### config.mk
export PLATFORM = sky130hd
export DESIGN_NAME = cpu_control_fsm
export DESIGN_NICKNAME = d
export VERILOG_FILES = /design/src/rtl/cpu_defs_pkg.sv /design/src/rtl/cpu_decoder.sv /design/src/rtl/cpu_control_fsm.sv
export SDC_FILE = /design/constraint.sdc
export NUM_CORES = 1
export LEC_CHECK = 0
export CORE_MARGIN = 4
export CORE_UTILIZATION = 54
export DETAILED_ROUTE_END_ITERATION = 7
export HOLD_SLACK_MARGIN = 0.02
export PLACE_DENSITY = 0.94
export SYNTH_ARGS = -nofsm -noshare
export SYNTH_HDL_FRONTEND = slang
export SYNTH_SLANG_ARGS = --single-unit
export TNS_END_PERCENT = 50
### constraint.sdc
create_clock -name CLK -period 9 [get_ports CLK]
set_clock_uncertainty 0.05 [all_clocks]
set_input_delay 1.35 -clock CLK [delete_from_list [all_inputs] [get_ports CLK]]
set_output_delay 1.35 -clock CLK [all_outputs]
set_load 0.03 [all_outputs]
### src/rtl/cpu_defs_pkg.sv
// Shared definitions for the processor control path.
// Opcodes, ALU select codes, FSM states and instruction field layout.
package cpu_defs;

    localparam logic [7:0] OP_LOADI = 8'h00;
    localparam logic [7:0] OP_MOV   = 8'h01;
    localparam logic [7:0] OP_ADD   = 8'h02;
    localparam logic [7:0] OP_SUB   = 8'h03;
    localparam logic [7:0] OP_AND   = 8'h04;
    localparam logic [7:0] OP_OR    = 8'h05;
    localparam logic [7:0] OP_J     = 8'h06;
    localparam logic [7:0] OP_BEQ   = 8'h07;
    localparam logic [7:0] OP_SRL   = 8'h08;

    localparam logic [2:0] ALU_PASS = 3'b000;
    localparam logic [2:0] ALU_ADD  = 3'b001;
    localparam logic [2:0] ALU_AND  = 3'b010;
    localparam logic [2:0] ALU_OR   = 3'b011;
    localparam logic [2:0] ALU_SRL  = 3'b100;

    localparam int OP_LSB  = 24;
    localparam int DST_LSB = 16;
    localparam int IN1_LSB = 8;
    localparam int IN2_LSB = 0;

    typedef enum logic [2:0] {
        ST_FETCH,
        ST_DECODE,
        ST_EXEC,
        ST_WB,
        ST_HALT
    } state_t;

    typedef struct packed {
        logic [2:0] alu_sel;
        logic       twos_sel;
        logic       imm_sel;
        logic       writes_reg;
        logic       is_jump;
        logic       is_branch;
        logic       illegal;
    } dec_t;

endpackage

### src/rtl/cpu_decoder.sv
// Combinational opcode decoder feeding the control FSM.
module cpu_decoder
    import cpu_defs::*;
(
    input  logic [7:0] opcode,
    output dec_t       dec
);

    always_comb begin
        dec = '0;
        unique case (opcode)
            OP_LOADI: begin
                dec.alu_sel    = ALU_PASS;
                dec.imm_sel    = 1'b1;
                dec.writes_reg = 1'b1;
            end
            OP_MOV: begin
                dec.alu_sel    = ALU_PASS;
                dec.writes_reg = 1'b1;
            end
            OP_ADD: begin
                dec.alu_sel    = ALU_ADD;
                dec.writes_reg = 1'b1;
            end
            OP_SUB: begin
                dec.alu_sel    = ALU_ADD;
                dec.twos_sel   = 1'b1;
                dec.writes_reg = 1'b1;
            end
            OP_AND: begin
                dec.alu_sel    = ALU_AND;
                dec.writes_reg = 1'b1;
            end
            OP_OR: begin
                dec.alu_sel    = ALU_OR;
                dec.writes_reg = 1'b1;
            end
            OP_J: begin
                dec.is_jump = 1'b1;
            end
            OP_BEQ: begin
                dec.alu_sel   = ALU_ADD;
                dec.twos_sel  = 1'b1;
                dec.is_branch = 1'b1;
            end
            OP_SRL: begin
                dec.alu_sel    = ALU_SRL;
                dec.writes_reg = 1'b1;
            end
            default: begin
                dec.illegal = 1'b1;
            end
        endcase
    end

endmodule

### src/rtl/cpu_control_fsm.sv
// Multi-cycle fetch/decode/sequencing control for the 8-bit datapath.
// Owns the PC, fetch handshake, regfile addressing and ALU control.
module cpu_control_fsm
    import cpu_defs::*;
#(
    parameter int PC_W     = 32,
    parameter int ALU_WAIT = 1
) (
    input  logic            CLK,
    input  logic            RESET_N,
    output logic            IMEM_REQ,
    output logic [PC_W-1:0] IMEM_ADDR,
    input  logic            IMEM_VALID,
    input  logic [31:0]     IMEM_DATA,
    input  logic            ALU_ZERO,
    output logic [2:0]      ALU_SEL,
    output logic            TWOS_SEL,
    output logic            IMM_SEL,
    output logic [7:0]      IMM,
    output logic [2:0]      RADDR1,
    output logic [2:0]      RADDR2,
    output logic [2:0]      WADDR,
    output logic            WEN,
    output logic [PC_W-1:0] PC,
    output logic            ILLEGAL
);

    localparam logic [3:0]      WAIT_INIT = 4'(ALU_WAIT - 1);
    localparam logic [PC_W-1:0] PC_STEP   = PC_W'(4);

    state_t            state_q, state_d;
    logic [PC_W-1:0]   pc_q, pc_d;
    logic [31:0]       ir_q, ir_d;
    dec_t              dec_q, dec_d;
    logic              ill_q, ill_d;
    logic [3:0]        cnt_q, cnt_d;

    dec_t              dec_in;
    logic [PC_W-1:0]   br_off;
    logic              take;

    cpu_decoder u_dec (
        .opcode (IMEM_DATA[OP_LSB +: 8]),
        .dec    (dec_in)
    );

    // Branch offset counts instructions, so scale the signed dest by 4.
    assign br_off = {{(PC_W-10){ir_q[DST_LSB+7]}},
                     ir_q[DST_LSB +: 8], 2'b00};
    assign take   = dec_q.is_jump | (dec_q.is_branch & ALU_ZERO);

    always_ff @(posedge CLK or negedge RESET_N) begin
        if (!RESET_N) begin
            state_q <= ST_FETCH;
            pc_q    <= '0;
            ir_q    <= '0;
            dec_q   <= '0;
            ill_q   <= 1'b0;
            cnt_q   <= '0;
        end else begin
            state_q <= state_d;
            pc_q    <= pc_d;
            ir_q    <= ir_d;
            dec_q   <= dec_d;
            ill_q   <= ill_d;
            cnt_q   <= cnt_d;
        end
    end

    always_comb begin
        state_d = state_q;
        pc_d    = pc_q;
        ir_d    = ir_q;
        dec_d   = dec_q;
        ill_d   = ill_q;
        cnt_d   = cnt_q;
        unique case (state_q)
            ST_FETCH: begin
                if (IMEM_VALID) begin
                    ir_d    = IMEM_DATA;
                    dec_d   = dec_in;
                    state_d = ST_DECODE;
                end
            end
            ST_DECODE: begin
                if (dec_q.illegal) begin
                    ill_d   = 1'b1;
                    state_d = ST_HALT;
                end else begin
                    cnt_d   = WAIT_INIT;
                    state_d = ST_EXEC;
                end
            end
            ST_EXEC: begin
                if (cnt_q == '0) begin
                    state_d = ST_WB;
                end else begin
                    cnt_d = cnt_q - 4'd1;
                end
            end
            ST_WB: begin
                pc_d    = pc_q + PC_STEP + (take ? br_off : '0);
                state_d = ST_FETCH;
            end
            ST_HALT: begin
                state_d = ST_HALT;
            end
            default: begin
                state_d = ST_FETCH;
            end
        endcase
    end

    // Request is masked by reset so it reads 0 while RESET_N is low.
    always_comb begin
        IMEM_REQ  = RESET_N & (state_q == ST_FETCH);
        WEN       = (state_q == ST_WB) & dec_q.writes_reg;
        IMEM_ADDR = pc_q;
        PC        = pc_q;
        ILLEGAL   = ill_q;
        ALU_SEL   = dec_q.alu_sel;
        TWOS_SEL  = dec_q.twos_sel;
        IMM_SEL   = dec_q.imm_sel;
        IMM       = ir_q[IN2_LSB +: 8];
        RADDR1    = ir_q[IN1_LSB +: 3];
        RADDR2    = ir_q[IN2_LSB +: 3];
        WADDR     = ir_q[DST_LSB +: 3];
    end

endmodule
== After elaboration in Yosys (flattened, before gate mapping) ==
Cells that the tools add are included.

* Flip-flop bits (word level): 73
* Latch bits: 0
* Memory bits (writable): 0
* Bits in read-only memories: 0
* Input port bits: 36
* Output and inout port bits: 89
* Logic and storage cells: 62
* Memories: 0

* Add/sub/neg operators: 3
* Multipliers: 0
* Div/mod/pow operators: 0
* $lt $le $gt $ge: 0
* Eq/ne operators: 16
* Shift-type cells: 0
* Multiplexer cells: 15
* Bitwise gates (word level): 4
* Reductions and logical operators: 12

{| class="wikitable"
|+ Operator list
! operator !! count
|-
| 32-bit by 3-bit adder with 32-bit output, second input constant || 1
|-
| 32-bit adder || 1
|-
| 8-bit by 3-bit equality test with 1-bit output, second input constant || 4
|-
| 32-bit two-way mux || 1
|-
| 3-bit case mux with 4 select lines || 2
|-
| 8-bit by 2-bit equality test with 1-bit output, second input constant || 2
|-
| 3-bit two-way mux || 3
|-
| 9-bit OR reduction || 1
|-
| 8-bit by 1-bit equality test with 1-bit output, second input constant || 1
|-
| 8-bit by 4-bit equality test with 1-bit output, second input constant || 1
|-
| 8-bit zero test || 1
|-
| 4-bit two-way mux || 2
|-
| 2-bit inequality test, second input constant || 4
|-
| 4-bit case mux with 2 select lines || 1
|-
| 7-bit OR reduction || 1
|-
| 3-bit by 2-bit equality test with 1-bit output, second input constant || 2
|-
| 1-bit two-way mux || 6
|-
| 2-bit AND reduction || 3
|-
| 4-bit zero test || 1
|-
| 4-bit by 1-bit subtractor with 4-bit output, second input constant || 1
|-
| 1-bit bitwise AND || 3
|-
| 3-bit by 1-bit equality test with 1-bit output, second input constant || 1
|-
| 3-bit equality test, second input constant || 1
|-
| 3-bit zero test || 1
|-
| 5 further kinds || 5
|}

== Depth between registers and ports, before layout ==
Gate-level depths: netlist of run 1.

* Depth after elaboration: 4
* Mapped depth: 14
* Mapped depth without buffers: 13

== Hierarchy ==
From an unflattened synthesis of run 1, not the netlist that was laid out.

* Cell total of the unflattened synthesis: 568
* Area, all modules: 5192.5 µm²

{| class="wikitable"
|+ Modules (own cells, without submodules)
! module !! instances !! cells an instance !! area each (µm²) !! sequential area each (µm²)
|-
| cpu_control_fsm || 1 || 549 || 5054.8 || 1651.6
|-
| cpu_decoder || 1 || 19 || 137.6 || 0.0
|}

== Worst setup path before layout of run 1 ==
No wires, ideal clock.

* Path kind: in2reg
* From: in ALU_ZERO
* To: reg pc_q[29] (netlist: IMEM_ADDR[29])
* Setup time: 0.126 ns
* Data arrival time: 4.093 ns
* Required time: 8.824 ns
* Slack: 4.731 ns
* Cell stages on the path: 13
* Buffers on the path: 3
* Cells stage by stage: a21oi_1 > nand2b_1 > buf_2 > buf_2 > xnor2_1 > ha_1 > clkbuf_1 > nand2_1 > or3_1 > a41oi_1 > o22ai_1 > o2111a_1 > a221o_1

* Longest elaborated chain between the ends: 4

{| class="wikitable"
|+ Ends and longest elaborated chain
! element !! line !! RTL
|-
| start: declaration || cpu_control_fsm.sv:15 || <nowiki>input logic ALU_ZERO,</nowiki>
|-
| 1-bit bitwise AND || cpu_control_fsm.sv:50 || <nowiki>assign take = dec_q.is_jump | (dec_q.is_branch & ALU_ZERO);</nowiki>
|-
| 1-bit OR || cpu_control_fsm.sv:50 ||
|-
| 32-bit two-way mux || cpu_control_fsm.sv:102 || <nowiki>pc_d = pc_q + PC_STEP + (take ? br_off : '0);</nowiki>
|-
| 32-bit adder || cpu_control_fsm.sv:102 ||
|-
| end signal: assignment || cpu_control_fsm.sv:62 || <nowiki>pc_q <= pc_d;</nowiki>
|-
| end: declaration || cpu_control_fsm.sv:32 || <nowiki>logic [PC_W-1:0] pc_q, pc_d;</nowiki>
|}

No other way between the ends.
A chain may end at the register's enable or synchronous reset.

== Worst setup path in the final report of run 1 ==
* From: in ALU_ZERO
* To: reg pc_q[27] (netlist: IMEM_ADDR[27])

The elaborated chain is that of the path after synthesis.

==> results.ini, run 1 <==
[outcome]
outcome=completed

[worst_setup_path]
critPathCaptureType=register
critical_path_arrival_ns=5.19
crit_path_max_fanout=24
critPathRequiredTime_ns=9.16
cp-start-kind=input pin
path_class=input pin to register

[logic_synthesis]
synthesis.area_um2=5020
yosysMostFrequentCell=dfrtp_1
yosysTopAreaCellShare=0.329
synth.distinct_cells=57
ys.flop_type=dfrtp_1
netlist_instances=560
synth.avg_cell_area_um2=8.97
yosys-top-cells-count=dfrtp_1, nand2_1, buf_4
synthTopCellsByArea=dfrtp_1, ha_1, buf_4, xnor2_1, mux2_2
yosysWarningCount=0
async_reset_ff_frac=1.00
yosys.area.top_type=dfrtp_1
yosysSeqAreaShare=0.329
synth-edff-count=0
synth_seq_cells=66

[cts]
cts_setup_buffers=0
cts_max_path_buffers=2
cts_made_buffers=9
cts_root_buf=clkbuf_8
clock_sinks=66
htreeDepth=3
ctsHoldBuffers=0
clkLatencyLatePin_ns=0.34
cts_tree=done
clk_pin_slew_ns=0.08
postCtsResizedCells=0

[floorplan]
die_w_um=104
rows=34
die_h_um=104
core_um2=8890
die-area_um2=10900
start_util=0.565
io_pins=125

[timing]
slew_headroom=0.431
period_share=0.558
holdWs_ns=0.423
finalSetupViolations=0
post-route-min-period_ns=5.03
hold_viol=0
drv_slew=0
worst_pin_slew_ns=0.853
fmax_mhz=199
setup_tns_ns=0
rsz0062_at_grt=false

[pwr]
ir_drop_mv=0.270
p_leak_uw=0.00272
p_per_area_nw_per_um2=327

[final_layout]
diodes=0
fin_nets=694
syn2layout_area_growth_pct=20.5
fin_util=0.681
seq_area_um2=1650
drive_gt1_frac=0.0769
num-fill-cells=668
instances_no_fill=732
multi_input_area_um2=2850

[placement]
dp_hpwl_um=8590
dp_cells=717
gp_congestion=0.928
io_buffers=115

[global_route]
grt_overflow_total=0
grtUsageMet1=0.260
use_met3=0.0764
grt_pass1_vias=4266
grt_use_total=0.218
grt_pass1_wl_um=19700
grt_max_degree=68
busiest_layer=met2
grt_antenna_before_repair=0
grt.met2_usage=0.366

[drt]
ant_nets=0
vias=4215
drt_iter0_drc=208
drt_first_pass_iters=5
via_per_inst=5.76
wl_um=11700
routedWlPerCell_um=16.0
drc=0

[min_path]
hold_class=register to register

[flow_run]
maxCapViolCount=0

layer usage:
metal / share of wire / routed length [µm]
met5: 0 / 0
met4: 0.013 / 154
met3: 0.080 / 940
met2: 0.49 / 5710
met1: 0.42 / 4890
layout by cell type, fill, tap and decap left out, types with 3 or more instances in the layout:
| master | count |
|---|---|
| or4_1 | 4 |
| buf_4 | 5 |
| dfrtp_1 | 66 |
| clkdlybuf4s50_1 | 114 |
| a311oi_1 | 3 |
| o41ai_1 | 4 |
| o22ai_1 | 3 |
| nand4_1 | 6 |
| nor2b_1 | 10 |
| nor2_1 | 23 |
| ha_1 | 37 |
| nand2b_1 | 5 |
| or3_1 | 3 |
| nor3_1 | 10 |
| and3_1 | 3 |
| nand2_1 | 57 |
| xor2_1 | 11 |
| a21o_1 | 17 |
| and2_1 | 23 |
| o21ai_1 | 3 |
| xnor2_1 | 33 |
| nand3_1 | 10 |
| a21boi_0 | 3 |
| clkbuf_8 | 10 |
| o211ai_1 | 3 |
| o21bai_1 | 6 |
| a31oi_1 | 3 |
| a22o_1 | 3 |
| mux2_2 | 20 |
| conb_1 | 4 |
| a21oi_1 | 35 |
| o21ai_0 | 40 |
| a211oi_1 | 3 |
| inv_1 | 12 |
report_power, final:
part	switching [µW]	internal (µW)
Sequential	127	413
Clock	120	133
Combinational	683	502
Total	929	1050
critical path: stages:
cell and delay (ns):
clkdlybuf4s50_1 0.41, a21oi_1 0.58, nand2b_1 0.19, buf_4 0.37
xnor2_1 0.12, ha_1 0.40, a2111oi_0 0.43, o21ai_1 0.24
a21oi_2 0.28, o41ai_4 0.16, a311oi_1 0.37, xor2_1 0.18
o21ai_1 0.07
kinds of logic after synthesis:
| family | count (synthesis) | share of synthesized area |
|---|---|---|
| adder cells (fa/ha/maj) | 38 | 0.0961 |
| AO/OA/AOI/OAI | 146 | 0.191 |
| flip-flops | 66 | 0.329 |
| buffers and inverters | 86 | 0.107 |
| other | 1 | 0.000746 |
| multiplexers | 20 | 0.0448 |
| XOR/XNOR | 44 | 0.0767 |
| AND/OR/NAND/NOR | 159 | 0.155 |
sequential cells by signal (all words and copies together) (netlist names):
name       count
ILLEGAL        1
state_q        3
ir_q          19
IMM_SEL        1
dec_q          4
TWOS_SEL       1
ALU_SEL        3
IMEM_ADDR     30
cnt_q          4
through the flow:
step	total power (µW)	setup WS, ns	instance area, µm²
global route	2110	3.65	6060
CTS	1990	4.01	6060
detailed placement	1730	3.66	5860
global placement	1700	3.82	5860
finish	1980	3.97	6060
floorplan	1410	4.73	5040
path summary, 6_finish.rpt:
kind                       depth (start not counted)            end  slack [ns]  startpoint
setup / recovery                                  13  IMEM_ADDR[27]        3.97    ALU_ZERO
hold / removal                                     1        ILLEGAL        0.42     ILLEGAL
setup reg to reg                                  12  IMEM_ADDR[27]        5.02    dec_q[2]
hold reg to reg                                    1        ILLEGAL        0.42     ILLEGAL
max in group asynchronous                          2       cnt_q[1]        7.19     RESET_N
min in group asynchronous                          2  IMEM_ADDR[17]        1.12     RESET_N
cell type report:
| cell class | instances | area share |
|---|---|---|
| clock buffers | 10 | 0.0227 |
| multi-input cells | 411 | 0.470 |
| clock inverters | 5 | 0.00909 |
| well taps | 108 | 0.0223 |
| inverters | 12 | 0.00744 |
| repair buffers | 120 | 0.195 |
| flip-flops and latches | 66 | 0.273 |
Note: power is estimated with default switching activity, not from simulation.
==> run 2: changes to the inputs <==
--- a/config.mk
+++ b/config.mk
@@ -6,10 +6,10 @@
 export NUM_CORES = 1
 export LEC_CHECK = 0
 export CORE_MARGIN = 4
-export CORE_UTILIZATION = 54
+export CORE_UTILIZATION = 51
 export DETAILED_ROUTE_END_ITERATION = 7
 export HOLD_SLACK_MARGIN = 0.02
-export PLACE_DENSITY = 0.94
+export PLACE_DENSITY = 0.89
 export SYNTH_ARGS = -nofsm -noshare
 export SYNTH_HDL_FRONTEND = slang
 export SYNTH_SLANG_ARGS = --single-unit
==> constraint.sdc (replaced) <==
create_clock -name CLK -period 5.1 [get_ports CLK]
set_clock_uncertainty 0.05 [all_clocks]
set_input_delay 0.765 -clock CLK [delete_from_list [all_inputs] [get_ports CLK]]
set_output_delay 0.765 -clock CLK [all_outputs]
set_load 0.03 [all_outputs]
==> results.ini, run 2 (same netlist as run 1, synthesis figures left out) <==
[outcome]
outcome=completed

[timing]
drv_slew=0
worst_pin_slew_ns=1.18
finalSetupViolations=0
period_share=0.779
hold_viol=0
fin_ws_ns=1.13
fmax_mhz=252
slew_headroom=0.208
post-route-min-period_ns=3.97
rsz0062_at_grt=false
setup_tns_ns=0

[global_route]
grt_max_degree=67
grt_pass1_wl_um=19500
grt_use_total=0.208
grt_antenna_before_repair=0
grt_pass1_vias=4247
grt_overflow_total=0

[worst_setup_path]
critPathSlowestCell=fa_1
critPathCaptureType=register
cp_slowest_stage_delay_ns=0.44
ff2ff_path_depth=13
crit_chain=clkdlybuf4s50_1, a21oi_1, buf_4, nor2b_1, ha_1, ha_1, fa_1, a211oi_1, o21ai_1, nand3_1, a41oi_1, o22ai_1, o21ai_0, a221o_1
cp_common_cell=ha_1
path_class=input pin to register
critical_path_arrival_ns=4.16
crit_path_max_fanout=9
cp-start-kind=input pin
critPathRequiredTime_ns=5.29

[floorplan]
start_util=0.534
die-area_um2=11500
die_w_um=107
core_um2=9420
io_pins=125
rows=35
die_h_um=107

[cts]
clock_sinks=66
cts_made_buffers=9
ctsHoldBuffers=0
cts_tree=done
clkLatencyLatePin_ns=0.35
htreeDepth=3
cts_max_path_buffers=2
postCtsResizedCells=0
clk_pin_slew_ns=0.08
cts_setup_buffers=0
cts_root_buf=clkbuf_8

[min_path]
hold_path_depth=1
hold_class=register to register

[placement]
dp_hpwl_um=8620
place_area_um2=5900
dp_slack_ns=0.770
gp_congestion=0.940
io_buffers=115

[final_layout]
layout_common_cells=clkdlybuf4s50_1, dfrtp_1, nand2_1
final_common_cell=clkdlybuf4s50_1
syn2layout_area_growth_pct=21.8
fin_nets=695
drive_gt1_frac=0.0799
design_area_um2=6120
diodes=0
largest_reg_flops=30

[drt]
met2_length_um=5490
wl_um=11400
drt_first_pass_iters=4
dr.max_layer_used=met4
drt_iter0_drc=158
vias=4142
wl_met1_um=4800
ant_nets=0
drc=0
routedWlPerCell_um=15.2
via_per_inst=5.49
wl_met3_um=987

[flow_run]
maxCapViolCount=0

[pwr]
ir_drop_mv=0.374
p_per_area_nw_per_um2=580
p_leak_uw=0.00275

run 2: worst paths after layout:
check / startpoint / to / slack, ns
setup / recovery: ALU_ZERO / IMEM_ADDR[29] / 1.13
hold / removal: ILLEGAL / ILLEGAL / 0.43
setup reg to reg: dec_q[1] / IMEM_ADDR[29] / 1.57
hold reg to reg: ILLEGAL / ILLEGAL / 0.43
max in group asynchronous: RESET_N / ir_q[8] / 3.83
min in group asynchronous: RESET_N / IMEM_ADDR[18] / 0.61
run 2: metal layers:
layer	vias to the layer above	GRT usage
met1	1949	0.252
li1	2048	-
met2	132	0.352
met4	0	0.0667
met5	-	0
met3	13	0.0654
run 2: report_power, final:
part | internal [µW] | switching (µW)
combinational | 886 | 1200
clock | 280 | 233
sequential | 728 | 220
run 2: final cells by class:
cell class	count	area (µm²)
Fill cell	766	3290
Clock buffer	9	124
Clock inverter	7	100
Tap cell	129	161
Timing Repair Buffer	121	1190
Multi-Input combinational cell	411	2850
Sequential cell	66	1650
Inverter	12	45.0
run 2: metrics by stage:
stage	utilization	hold slack [ns]	power, µW	instances
2_1_floorplan	-	0.400	2500	563
3_3_place_gp	0.626	0.391	2990	739
3_5_place_dp	0.626	0.414	3050	739
4_1_cts	0.650	0.437	3580	755
5_1_grt	0.650	0.473	3790	755
6_report	0.650	0.429	3550	755
run 2: critical path: cells and delay by family:
family / cells / cell delay (ns)
buf+inv: 2 / 0.57
simple gates: 2 / 0.20
fa+ha+maj: 3 / 0.96
compound gates: 7 / 1.65
